**config.mk**
```make
export PLATFORM = sky130hd
export DESIGN_NAME = game_flow_ctrl
export DESIGN_NICKNAME = d
export VERILOG_FILES = /design/src/rtl/game_flow_ctrl.sv
export SDC_FILE = /design/constraint.sdc
export NUM_CORES = 1
export LEC_CHECK = 0
export ABC_AREA = 1
export CORE_ASPECT_RATIO = 1.75
export CORE_MARGIN = 8
export CORE_UTILIZATION = 40
export DETAILED_ROUTE_END_ITERATION = 8
export GPL_ROUTABILITY_DRIVEN = 0
export PLACE_DENSITY = 0.68
export REMOVE_ABC_BUFFERS = 1
export SLEW_MARGIN = 20
export SYNTH_ARGS = -nofsm -noshare
export SYNTH_HDL_FRONTEND = slang
export SYNTH_SLANG_ARGS = --single-unit
export TNS_END_PERCENT = 100
```
**constraint.sdc**
```tcl
create_clock -name clk -period 2 [get_ports clk]
set_input_delay 0.2 -clock clk [delete_from_list [all_inputs] [get_ports clk]]
set_output_delay 0.2 -clock clk [all_outputs]
set_load 0.01 [all_outputs]
```
**src/rtl/game_flow_ctrl.sv**
```systemverilog
// game_flow_ctrl: top-level game-flow FSM for the bubble game.
// Sequences start screen, level load, play, life loss/respawn, level clear,
// win and lose. Keeps lives/level registers and its own hold timer; all
// outputs are a Moore decode of the registered state.
module game_flow_ctrl #(
    parameter int LIVES_INIT  = 3,
    parameter int MAX_LIVES   = 9,
    parameter int LIFE_W      = 4,
    parameter int NUM_LEVELS  = 4,
    parameter int LEVEL_W     = 2,
    parameter int HOLD_CYCLES = 50000000,
    parameter int BONUS_LIFE  = 1
) (
    input  logic               clk,
    input  logic               resetN,
    input  logic               startBtn,
    input  logic               charHit,
    input  logic               levelClear,
    input  logic               timeUp,
    output logic               bubbleStart,
    output logic               charStart,
    output logic               freeze,
    output logic [LIFE_W-1:0]  lives,
    output logic [LEVEL_W-1:0] level,
    output logic               displayMessage,
    output logic [1:0]         message
);

    localparam int CNT_W = $clog2(HOLD_CYCLES + 1);
    localparam logic [CNT_W-1:0]   HOLD_LAST  = CNT_W'(HOLD_CYCLES - 1);
    localparam logic [LIFE_W-1:0]  LIVES_RST  = LIFE_W'(LIVES_INIT);
    localparam logic [LIFE_W-1:0]  LIVES_CAP  = LIFE_W'(MAX_LIVES);
    localparam logic [LEVEL_W-1:0] LAST_LEVEL = LEVEL_W'(NUM_LEVELS - 1);

    localparam logic [1:0] MSG_CLEAR = 2'b00;
    localparam logic [1:0] MSG_WIN   = 2'b01;
    localparam logic [1:0] MSG_LOSE  = 2'b10;
    localparam logic [1:0] MSG_START = 2'b11;

    typedef enum logic [2:0] {
        ST_IDLE       = 3'd0,
        ST_LOAD_LEVEL = 3'd1,
        ST_PLAY       = 3'd2,
        ST_LIFE_LOST  = 3'd3,
        ST_RESPAWN    = 3'd4,
        ST_LEVEL_DONE = 3'd5,
        ST_WIN        = 3'd6,
        ST_LOSE       = 3'd7
    } state_t;

    state_t               state_q, state_d;
    logic [LIFE_W-1:0]    lives_q, lives_d;
    logic [LEVEL_W-1:0]   level_q, level_d;
    logic [CNT_W-1:0]     cnt_q, cnt_d;

    // State, lives, level and hold-counter registers with synchronous reset
    always_ff @(posedge clk) begin
        if (!resetN) begin
            state_q <= ST_IDLE;
            lives_q <= LIVES_RST;
            level_q <= '0;
            cnt_q   <= '0;
        end else begin
            state_q <= state_d;
            lives_q <= lives_d;
            level_q <= level_d;
            cnt_q   <= cnt_d;
        end
    end

    // Next-state, register updates and Moore output decode
    always_comb begin
        state_d        = state_q;
        lives_d        = lives_q;
        level_d        = level_q;
        cnt_d          = cnt_q;
        bubbleStart    = 1'b0;
        charStart      = 1'b0;
        freeze         = 1'b0;
        displayMessage = 1'b0;
        message        = 2'b00;

        case (state_q)
            ST_IDLE: begin
                freeze         = 1'b1;
                displayMessage = 1'b1;
                message        = MSG_START;
                if (startBtn) state_d = ST_LOAD_LEVEL;
            end
            ST_LOAD_LEVEL: begin
                bubbleStart = 1'b1;
                charStart   = 1'b1;
                state_d     = ST_PLAY;
            end
            ST_PLAY: begin
                charStart = 1'b1;
                // A clear in the same cycle as a hit wins; no life is lost
                if (levelClear) begin
                    cnt_d   = '0;
                    state_d = ST_LEVEL_DONE;
                end else if (charHit || timeUp) begin
                    lives_d = (lives_q != '0) ? lives_q - LIFE_W'(1) : '0;
                    cnt_d   = '0;
                    state_d = ST_LIFE_LOST;
                end
            end
            ST_LIFE_LOST: begin
                freeze = 1'b1;
                // Out of lives: go straight to the lose screen, no hold
                if (lives_q == '0) begin
                    state_d = ST_LOSE;
                end else if (cnt_q == HOLD_LAST) begin
                    cnt_d   = '0;
                    state_d = ST_RESPAWN;
                end else begin
                    cnt_d = cnt_q + CNT_W'(1);
                end
            end
            ST_RESPAWN: begin
                // Character only; bubbles keep their positions
                charStart = 1'b1;
                state_d   = ST_PLAY;
            end
            ST_LEVEL_DONE: begin
                freeze         = 1'b1;
                displayMessage = 1'b1;
                message        = MSG_CLEAR;
                if (cnt_q == HOLD_LAST) begin
                    cnt_d = '0;
                    if (level_q == LAST_LEVEL) begin
                        state_d = ST_WIN;
                    end else begin
                        level_d = level_q + LEVEL_W'(1);
                        if ((BONUS_LIFE != 0) && (lives_q < LIVES_CAP))
                            lives_d = lives_q + LIFE_W'(1);
                        state_d = ST_LOAD_LEVEL;
                    end
                end else begin
                    cnt_d = cnt_q + CNT_W'(1);
                end
            end
            ST_WIN, ST_LOSE: begin
                freeze         = 1'b1;
                displayMessage = 1'b1;
                message        = (state_q == ST_WIN) ? MSG_WIN : MSG_LOSE;
                // Sticky until a restart request reloads the game
                if (startBtn) begin
                    lives_d = LIVES_RST;
                    level_d = '0;
                    cnt_d   = '0;
                    state_d = ST_LOAD_LEVEL;
                end
            end
            default: state_d = ST_IDLE;
        endcase
    end

    assign lives = lives_q;
    assign level = level_q;

endmodule

```
==> impl_metrics.ini, run 1 <==
[floorplanning]
start_util_pct = 40.7
die_h_um = 117
die_x_um = 74.0
boundaryPins = 18
row_count = 37
die-area_um2 = 8690
core_um2 = 5790

[drt]
wl_met2_um = 3200
num_vias = 2379
drc = 0
met1Wirelength_um = 2300
wl_per_cell_um = 12.4
drtIter0Drc = 110
wl_met3_um = 185
via_per_inst = 4.95
highest_layer = met4
dr.pass1.iters = 4
wl_um = 5950
antenna_left = 0

[cells_and_area]
area_growth_pct = 15.4
layout_common_cells = nand2_1, nor2_1, inv_1
fin_nets = 413
final_common_cell = nand2_1
n_antenna_cell = 0
drive_gt1_share_pct = 9.93

[synthesis]
synth_cell_types = 31
synthSimpleGateAreaFrac_pct = 44.2
synth_area_um2 = 2350
synth_compound_area_share_pct = 7.34
synth.area.mux_share_pct = 0
avgSynthCellArea_um2 = 6.19
synth_top_family_by_area = simple AND/OR/NAND/NOR gates
syn_inst = 380
synthAdderAreaFrac_pct = 2.66
ys_seq_elements = 35
ys_warn_count = 0
yosysSeqAreaShare_pct = 29.8
synth-xor-area-share_pct = 4.84

[setup_path]
crit_chain = nand2_2 > nor2_1 > nor2_4 > nand3_1 > clkdlybuf4s50_1
end_kind = output pin
criticalPathCategory = register to output pin
slowest_stage = clkdlybuf4s50_1
cp-start-kind = register
critical_path.top_delay_family = buffers and inverters
crit_arrival_ns = 1.69
slowest_delay_ns = 0.55
cp.buffers_inverters = 1
critical_path_required_ns = 1.80
worstPathMaxFanout = 6

[clock_network]
htree_num_levels = 2
post_cts_buffers = 0
cts_tree = yes
cts_root_buffer = clkbuf_8
clk_path_buf_depth = 2
clkTransAtPathRegs_ns = 0.07
clk_latency_ns = 0.29
numCtsBuffers = 5
clock-sinks = 35
hold_buffers = 0

[grt]
grt_start_max_net_pins = 23
grtUsageTotal_pct = 14.5
grt_pass1_vias = 2337
overflow = 0
grt_pass1_wl_um = 10100
antenna_found_initial = 0

[pwr]
p_leak_nw = 1.14
peakVddDrop_mv = 0.869
power_density_nw_per_um2 = 1140

[hold_path]
hp-class = register to register

[sta]
setup_viol_count_final = 0
tightest_slew_ns = 0.620
fin_crit_sh_pct = 94.3
min_period_ns = 1.89
relSlewSlack_pct = 58.5
hold_viol_final = 0
fin_hold_ws_ns = 0.492
rsz0062_at_grt = no
finClkSkew_ns = 0.00403
final.setup.tns_ns = 0
timing.final.ws_setup_ns = 0.114
max_freq_ghz = 0.530
slew_violations = 0

[place]
portBuffers = 17
dp_hpwl_um = 4600
place_worst_setup_slack_ns = 0.105

[status]
outcome = finished, final reports clean

[flow_run]
cap_violations = 0
==> synth_stat cells, drive strengths merged <==
cell     instances  area share, %
clkbuf           1           0.16
o21ai           11            2.3
nor2            87             15
nand4           10            2.7
o22ai            1           0.27
xnor2            4            1.5
a21oi           10            2.1
nand3           22            4.7
ha               5            2.7
nand2          114             20
o2bb2ai          1           0.37
buf              6            3.1
or2              1           0.27
inv             48            8.0
dfxtp           35             30
xor2             9            3.3
nand3b           2           0.64
o21a             1           0.32
o21bai           4            1.3
nor3             5            1.1
o211ai           2           0.64
and3             1           0.27
==> what timing repair did <==
action                     CTS  global route
resized for setup            1             9
pin swaps                    0             1
setup endpoints to repair    1            30
cloned                       0             0
hold endpoints to repair     0             0
==> through the flow <==
| step | util (%) | std cells | area (um^2) | power (mW) |
|---|---|---|---|---|
| 2_1_floorplan | - | 373 | 2280 | 1.88 |
| 3_3_place_gp | 44.6 | 473 | 2580 | 2.48 |
| 3_5_place_dp | 44.6 | 473 | 2580 | 2.49 |
| 4_1_cts | 46.5 | 481 | 2690 | 3.08 |
| 5_1_grt | 46.9 | 481 | 2720 | 3.34 |
| 6_report | 46.9 | 481 | 2720 | 3.10 |
==> sequential cells by signal, summed over array words and instances (netlist names) <==
register and cells:
level 2, state_q 3, cnt_q 26, lives 4
==> layer usage <==
metal / vias to the layer above / global-route usage (%)
li1: 1230 / -
met1: 1076 / 14.2
met2: 51 / 26.2
met3: 22 / 3.24
met4: 0 / 7.93
met5: - / 0
==> cells by family after synthesis <==
family / after synthesis
simple gates: 242
buf+inv: 55
flops: 35
compound gates: 30
xor+xnor: 13
fa+ha+maj: 5
==> layout make-up <==
| type | instances | area, um^2 |
|---|---|---|
| fillers | 633 | 3070 |
| well taps | 78 | 97.6 |
| clock inverters | 1 | 7.51 |
| flip-flops and latches | 35 | 711 |
| clock buffers | 7 | 96.3 |
| inverters | 48 | 188 |
| repair buffers | 22 | 208 |
| multi-input cells | 290 | 1410 |
==> worst reg2reg max path, delay by kind of cell, from the launching register on <==
| family | cells | cell delay [ns] |
|---|---|---|
| AND/OR/NAND/NOR | 7 | 0.80 |
| flip-flops | 1 | 0.40 |
| buffers and inverters | 2 | 0.30 |
| adder cells (fa/ha/maj) | 1 | 0.20 |
==> path summary, 6_finish.rpt <==
path	startpoint	endpoint	slack, ns	cells past startpoint
setup / recovery	state_q[2]	freeze	0.11	5
hold / removal	cnt_q[0]	cnt_q[0]	0.49	2
setup reg to reg	lives[1]	cnt_q[23]	0.19	10
hold reg to reg	cnt_q[0]	cnt_q[0]	0.49	2
==> report_power, final <==
| part | total (mW) | switching [mW] | internal (mW) |
|---|---|---|---|
| Sequential | 0.925 | 0.115 | 0.810 |
| Combinational | 1.59 | 0.936 | 0.650 |
| Clock | 0.587 | 0.273 | 0.314 |
(Power assumes the default switching activity.)
==> run 2, diff against run 1 <==
--- a/config.mk
+++ b/config.mk
@@ -7,8 +7,8 @@
 export LEC_CHECK = 0
 export ABC_AREA = 1
 export CORE_ASPECT_RATIO = 1.75
-export CORE_MARGIN = 8
 export CORE_UTILIZATION = 40
+export CTS_CLUSTER_SIZE = 25
 export DETAILED_ROUTE_END_ITERATION = 8
 export GPL_ROUTABILITY_DRIVEN = 0
 export PLACE_DENSITY = 0.68
==> constraint.sdc (replaced) <==
create_clock -name clk -period 2 [get_ports clk]
set_input_delay 0.5 -clock clk [delete_from_list [all_inputs] [get_ports clk]]
set_output_delay 0.5 -clock clk [all_outputs]
set_load 0.01 [all_outputs]
==> impl_metrics.ini, run 2 (synthesis gave the netlist of run 1 again) <==
[floorplanning]
core_um2 = 5630
start_util_pct = 41.8
die_h_um = 103
die-area_um2 = 6210
die_x_um = 60.0
boundaryPins = 18
row_count = 36

[pwr]
p_leak_nw = 1.23
power_mw = 3.18
peakVddDrop_mv = 0.724
power_density_nw_per_um2 = 1130

[drt]
wl_um = 5860
wl_met3_um = 181
num_vias = 2421
antenna_left = 0
dr.pass1.iters = 4
met1Wirelength_um = 2100
wl_per_cell_um = 11.9
drtIter0Drc = 52
drc = 0
via_per_inst = 4.92
wl_met2_um = 3330
highest_layer = met4

[cells_and_area]
area_growth_pct = 19.9
drive_gt1_share_pct = 13.9
n_antenna_cell = 0
fin_nets = 426
layout_common_cells = nand2_1, nor2_1, inv_1
final_common_cell = nand2_1
final_util_pct = 50.1
largest_reg_flops = 26
top_register = cnt_q
nFillCells = 598

[setup_path]
criticalPathCategory = register to output pin
critical_path_required_ns = 1.50
timing.rr.start = cnt_q[0]
endpoint = charStart
end_kind = output pin
r2r_cells = 9
cp-start-kind = register
crit_arrival_ns = 1.40
slowest_stage = dfxtp_4
slowest_delay_ns = 0.37
r2r_slack_ns = 0.16
timing.rr.end = cnt_q[18]
crit_chain = nand2_2 > inv_4 > nor2_2 > nand3_2 > inv_1 > dlygate4sd2_1
worstPathMaxFanout = 6
crit_path_start = state_q[2]
critical_path.top_delay_family = buffers and inverters
critical_path_cell_count = 6
cp.buffers_inverters = 3

[clock_network]
htree_num_levels = 2
post_cts_buffers = 0
clk_latency_ns = 0.29
cts_tree = yes
numCtsBuffers = 5
clock-sinks = 35
clk_path_buf_depth = 2
cts_root_buffer = clkbuf_8
clkTransAtPathRegs_ns = 0.07
hold_buffers = 0

[grt]
grt_start_max_net_pins = 23
overflow = 0
grtUsageTotal_pct = 21.8
grt_pass1_wl_um = 10000
antenna_found_initial = 0
grt_pass1_vias = 2351

[sta]
fin_crit_sh_pct = 95.1
setup_viol_count_final = 0
tightest_slew_ns = 0.373
final.setup.tns_ns = 0
finClkSkew_ns = 0.00319
hold_viol_final = 0
min_period_ns = 1.90
relSlewSlack_pct = 74.9
slew_violations = 0
max_freq_ghz = 0.526

[hold_path]
hp-class = register to register

[place]
dp_hpwl_um = 4630
portBuffers = 17

[flow_run]
cap_violations = 0

[status]
outcome = finished, final reports clean
==> run 2: changes by cell type in the layout (fill, tap and decap cells not counted), moves of 2 or more <==
cell / before / now
nor2_2: 4 / 6
buf_4: 5 / 17
nand2_2: 9 / 11
inv_1: 44 / 42
nand2_1: 102 / 100
clkdlybuf4s50_1: 17 / 11
inv_2: 2 / 4
dlygate4sd2_1: 0 / 5
o21ai_0: 11 / 9
==> run 2: power breakdown <==
group	switching (mW)	total (mW)	internal, mW
registers	0.125	0.931	0.805
logic	0.943	1.68	0.740
clock network	0.253	0.568	0.314
total	1.32	3.18	1.86
==> run 2: timing repair <==
action                                  CTS  global route
endpoints found under the setup margin    6            34
resized for setup                        10            12
pin swaps                                 0             2
==> run 2: through the flow <==
step                cell area, um^2  instances  setup slack, ns  hold WS, ns
floorplan                      2280        373            0.267        0.456
global placement               2690        484          -0.0285        0.484
CTS                            2790        492           0.0207        0.498
detailed placement             2690        484          -0.0530        0.487
global route                   2820        492          -0.0154        0.522
finish                         2820        492           0.0988        0.498
==> run 2: worst min-delay path: cells and delay by family, from the launching register on <==
family / cells / cell delay (ns)
flip-flops: 1 / 0.33
buffers and inverters: 1 / 0.07
AO/OA/AOI/OAI: 1 / 0.06
==> run 2: how the worst min path moves through the flow <==
stage               startpoint  slack [ns]       end  cells past startpoint
global route          cnt_q[0]        0.52  cnt_q[0]                      2
global placement      cnt_q[0]        0.48  cnt_q[0]                      2
CTS                   cnt_q[0]        0.50  cnt_q[0]                      2
detailed placement    cnt_q[0]        0.49  cnt_q[0]                      2
finish                cnt_q[0]        0.50  cnt_q[0]                      2
floorplan             cnt_q[0]        0.46  cnt_q[0]                      2
==> run 2: per-layer routing <==
| layer | up-vias | GRT usage (%) |
|---|---|---|
| met3 | 22 | 3.86 |
| met5 | - | 0 |
| met4 | 0 | 15.7 |
| met2 | 53 | 41.2 |
| met1 | 1096 | 20.0 |
| li1 | 1250 | - |
==> run 2: layout make-up <==
type                            instances  area [um^2]  area share (%)
Multi-Input combinational cell        290         1420            50.3
Sequential cell                        35          707            25.0
Timing Repair Buffer                   35          314            11.1
Inverter                               48          188            6.65
Clock buffer                            8          100            3.55
Tap cell                               76         95.1            3.37
==> run 3, diff against run 2 <==
--- a/config.mk
+++ b/config.mk
@@ -7,11 +7,10 @@
 export LEC_CHECK = 0
 export ABC_AREA = 1
 export CORE_ASPECT_RATIO = 1.75
-export CORE_UTILIZATION = 40
+export CORE_UTILIZATION = 41
 export CTS_CLUSTER_SIZE = 25
 export DETAILED_ROUTE_END_ITERATION = 8
 export GPL_ROUTABILITY_DRIVEN = 0
-export PLACE_DENSITY = 0.68
 export REMOVE_ABC_BUFFERS = 1
 export SLEW_MARGIN = 20
 export SYNTH_ARGS = -nofsm -noshare
==> impl_metrics.ini, run 3 (synthesis gave the netlist of run 1 again) <==
[status]
outcome = finished, final reports clean

[cells_and_area]
top_register = cnt_q
final_util_pct = 51.4
design_area_um2 = 2850
area_growth_pct = 20.9
n_antenna_cell = 0
layout_common_cells = nand2_1, nor2_1, inv_1
final_common_cell = nand2_1
drive_gt1_share_pct = 14.2
seq_area_um2 = 707
multi_input_area_um2 = 1400
nFillCells = 601
fin_cells = 499
fin_nets = 433
largest_reg_flops = 26

[hold_path]
hp-class = register to register

[grt]
antenna_found_initial = 0
grtUsageTotal_pct = 23.4
grt_pass1_vias = 2418
grt_pass1_wl_um = 10500
overflow = 0
grt_start_max_net_pins = 23

[floorplanning]
row_count = 36
core_um2 = 5540
start_util_pct = 42.5
die-area_um2 = 6060
die_x_um = 59.3
die_h_um = 102
boundaryPins = 18

[sta]
final.setup.tns_ns = 0
relSlewSlack_pct = 77.8
setup_viol_count_final = 0
slew_violations = 0
finClkSkew_ns = 0.00835
max_freq_ghz = 0.516
fin_crit_sh_pct = 96.9
rsz0062_at_grt = yes
timing.final.ws_setup_ns = 0.0628
hold_viol_final = 0
tightest_slew_ns = 0.329
min_period_ns = 1.94

[clock_network]
clkTransAtPathRegs_ns = 0.08
clk_path_buf_depth = 2
cts_tree = yes
clock-sinks = 35
clk_latency_ns = 0.30
htree_num_levels = 2
cts_root_buffer = clkbuf_8
numCtsBuffers = 5

[pwr]
p_leak_nw = 1.25
power_density_nw_per_um2 = 1120
peakVddDrop_mv = 0.617

[setup_path]
worstPathMaxFanout = 5
criticalPathCategory = register to output pin
r2r_slack_ns = 0.17
end_kind = output pin
crit_arrival_ns = 1.44
critical_path_required_ns = 1.50
cp-start-kind = register

[drt]
drc = 0
wl_per_cell_um = 12.6
antenna_left = 0
wl_um = 6270
dr.pass1.iters = 4
via_per_inst = 4.91
num_vias = 2450
drtIter0Drc = 76

[place]
placement.cell_area_um2 = 2760
place_worst_setup_slack_ns = -0.0233
portBuffers = 17
place_inst = 491
dp_hpwl_um = 4960

[flow_run]
cap_violations = 0
[run 3: cell count changes in the layout (fill, tap and decap cells not counted), sizes merged]
cell	previous run	this run
buf	18	25
clkbuf	8	5
clkinv	0	3
dlygate4sd2	5	6
dlymetal6s2s	1	0
[run 3: path summary, 6_finish.rpt]
check	start	endpoint	depth (start not counted)
worst max-delay path	state_q[2]	charStart	7
worst min-delay path	cnt_q[0]	cnt_q[0]	2
worst max register to register	lives[1]	cnt_q[18]	10
worst min register to register	cnt_q[0]	cnt_q[0]	2
[run 3: layout make-up]
class                   count  area share (%)
clock buffers               5            2.42
clock inverters             3           0.528
inverters                  48            6.60
multi-input cells         290            49.1
flip-flops and latches     35            24.8
well taps                  76            3.34
repair buffers             42            13.2
[run 3: worst max-delay path, stage by stage, from the launching register on]
cell	delay, ns
dfxtp_4	0.37
inv_2	0.07
nand2_1	0.08
nor2_2	0.11
inv_1	0.08
nand3_1	0.10
inv_1	0.05
dlygate4sd2_1	0.28
[run 3: per-stage QoR]
step                total power [mW]  hold WS, ns
finish                          3.19        0.498
global route                    3.45        0.529
CTS                             3.21        0.496
detailed placement              2.74        0.485
global placement                2.73        0.476
floorplan                       1.88        0.456
[run 3: power breakdown]
part	internal, mW	leakage (nW)	switching, mW
logic	0.783	0.914	0.962
clock network	0.238	0.0477	0.277
registers	0.805	0.285	0.123
[run 3: routing by layer]
layer	part of all wire, %	wire length, um	vias up	GRT usage, %
met3	2.5	159	22	3.80
met4	4.9	310	0	15.4
met2	55	3470	45	44.3
met5	0	0	-	0
li1	-	-	1264	-
met1	37	2330	1119	22.0
[run 3: repair_timing]
item	CTS	global route
resized for setup	11	2
setup buffers	0	0
setup endpoints to repair	6	33
hold buffers	0	0
pin swaps	0	1
hold endpoints to repair	0	0
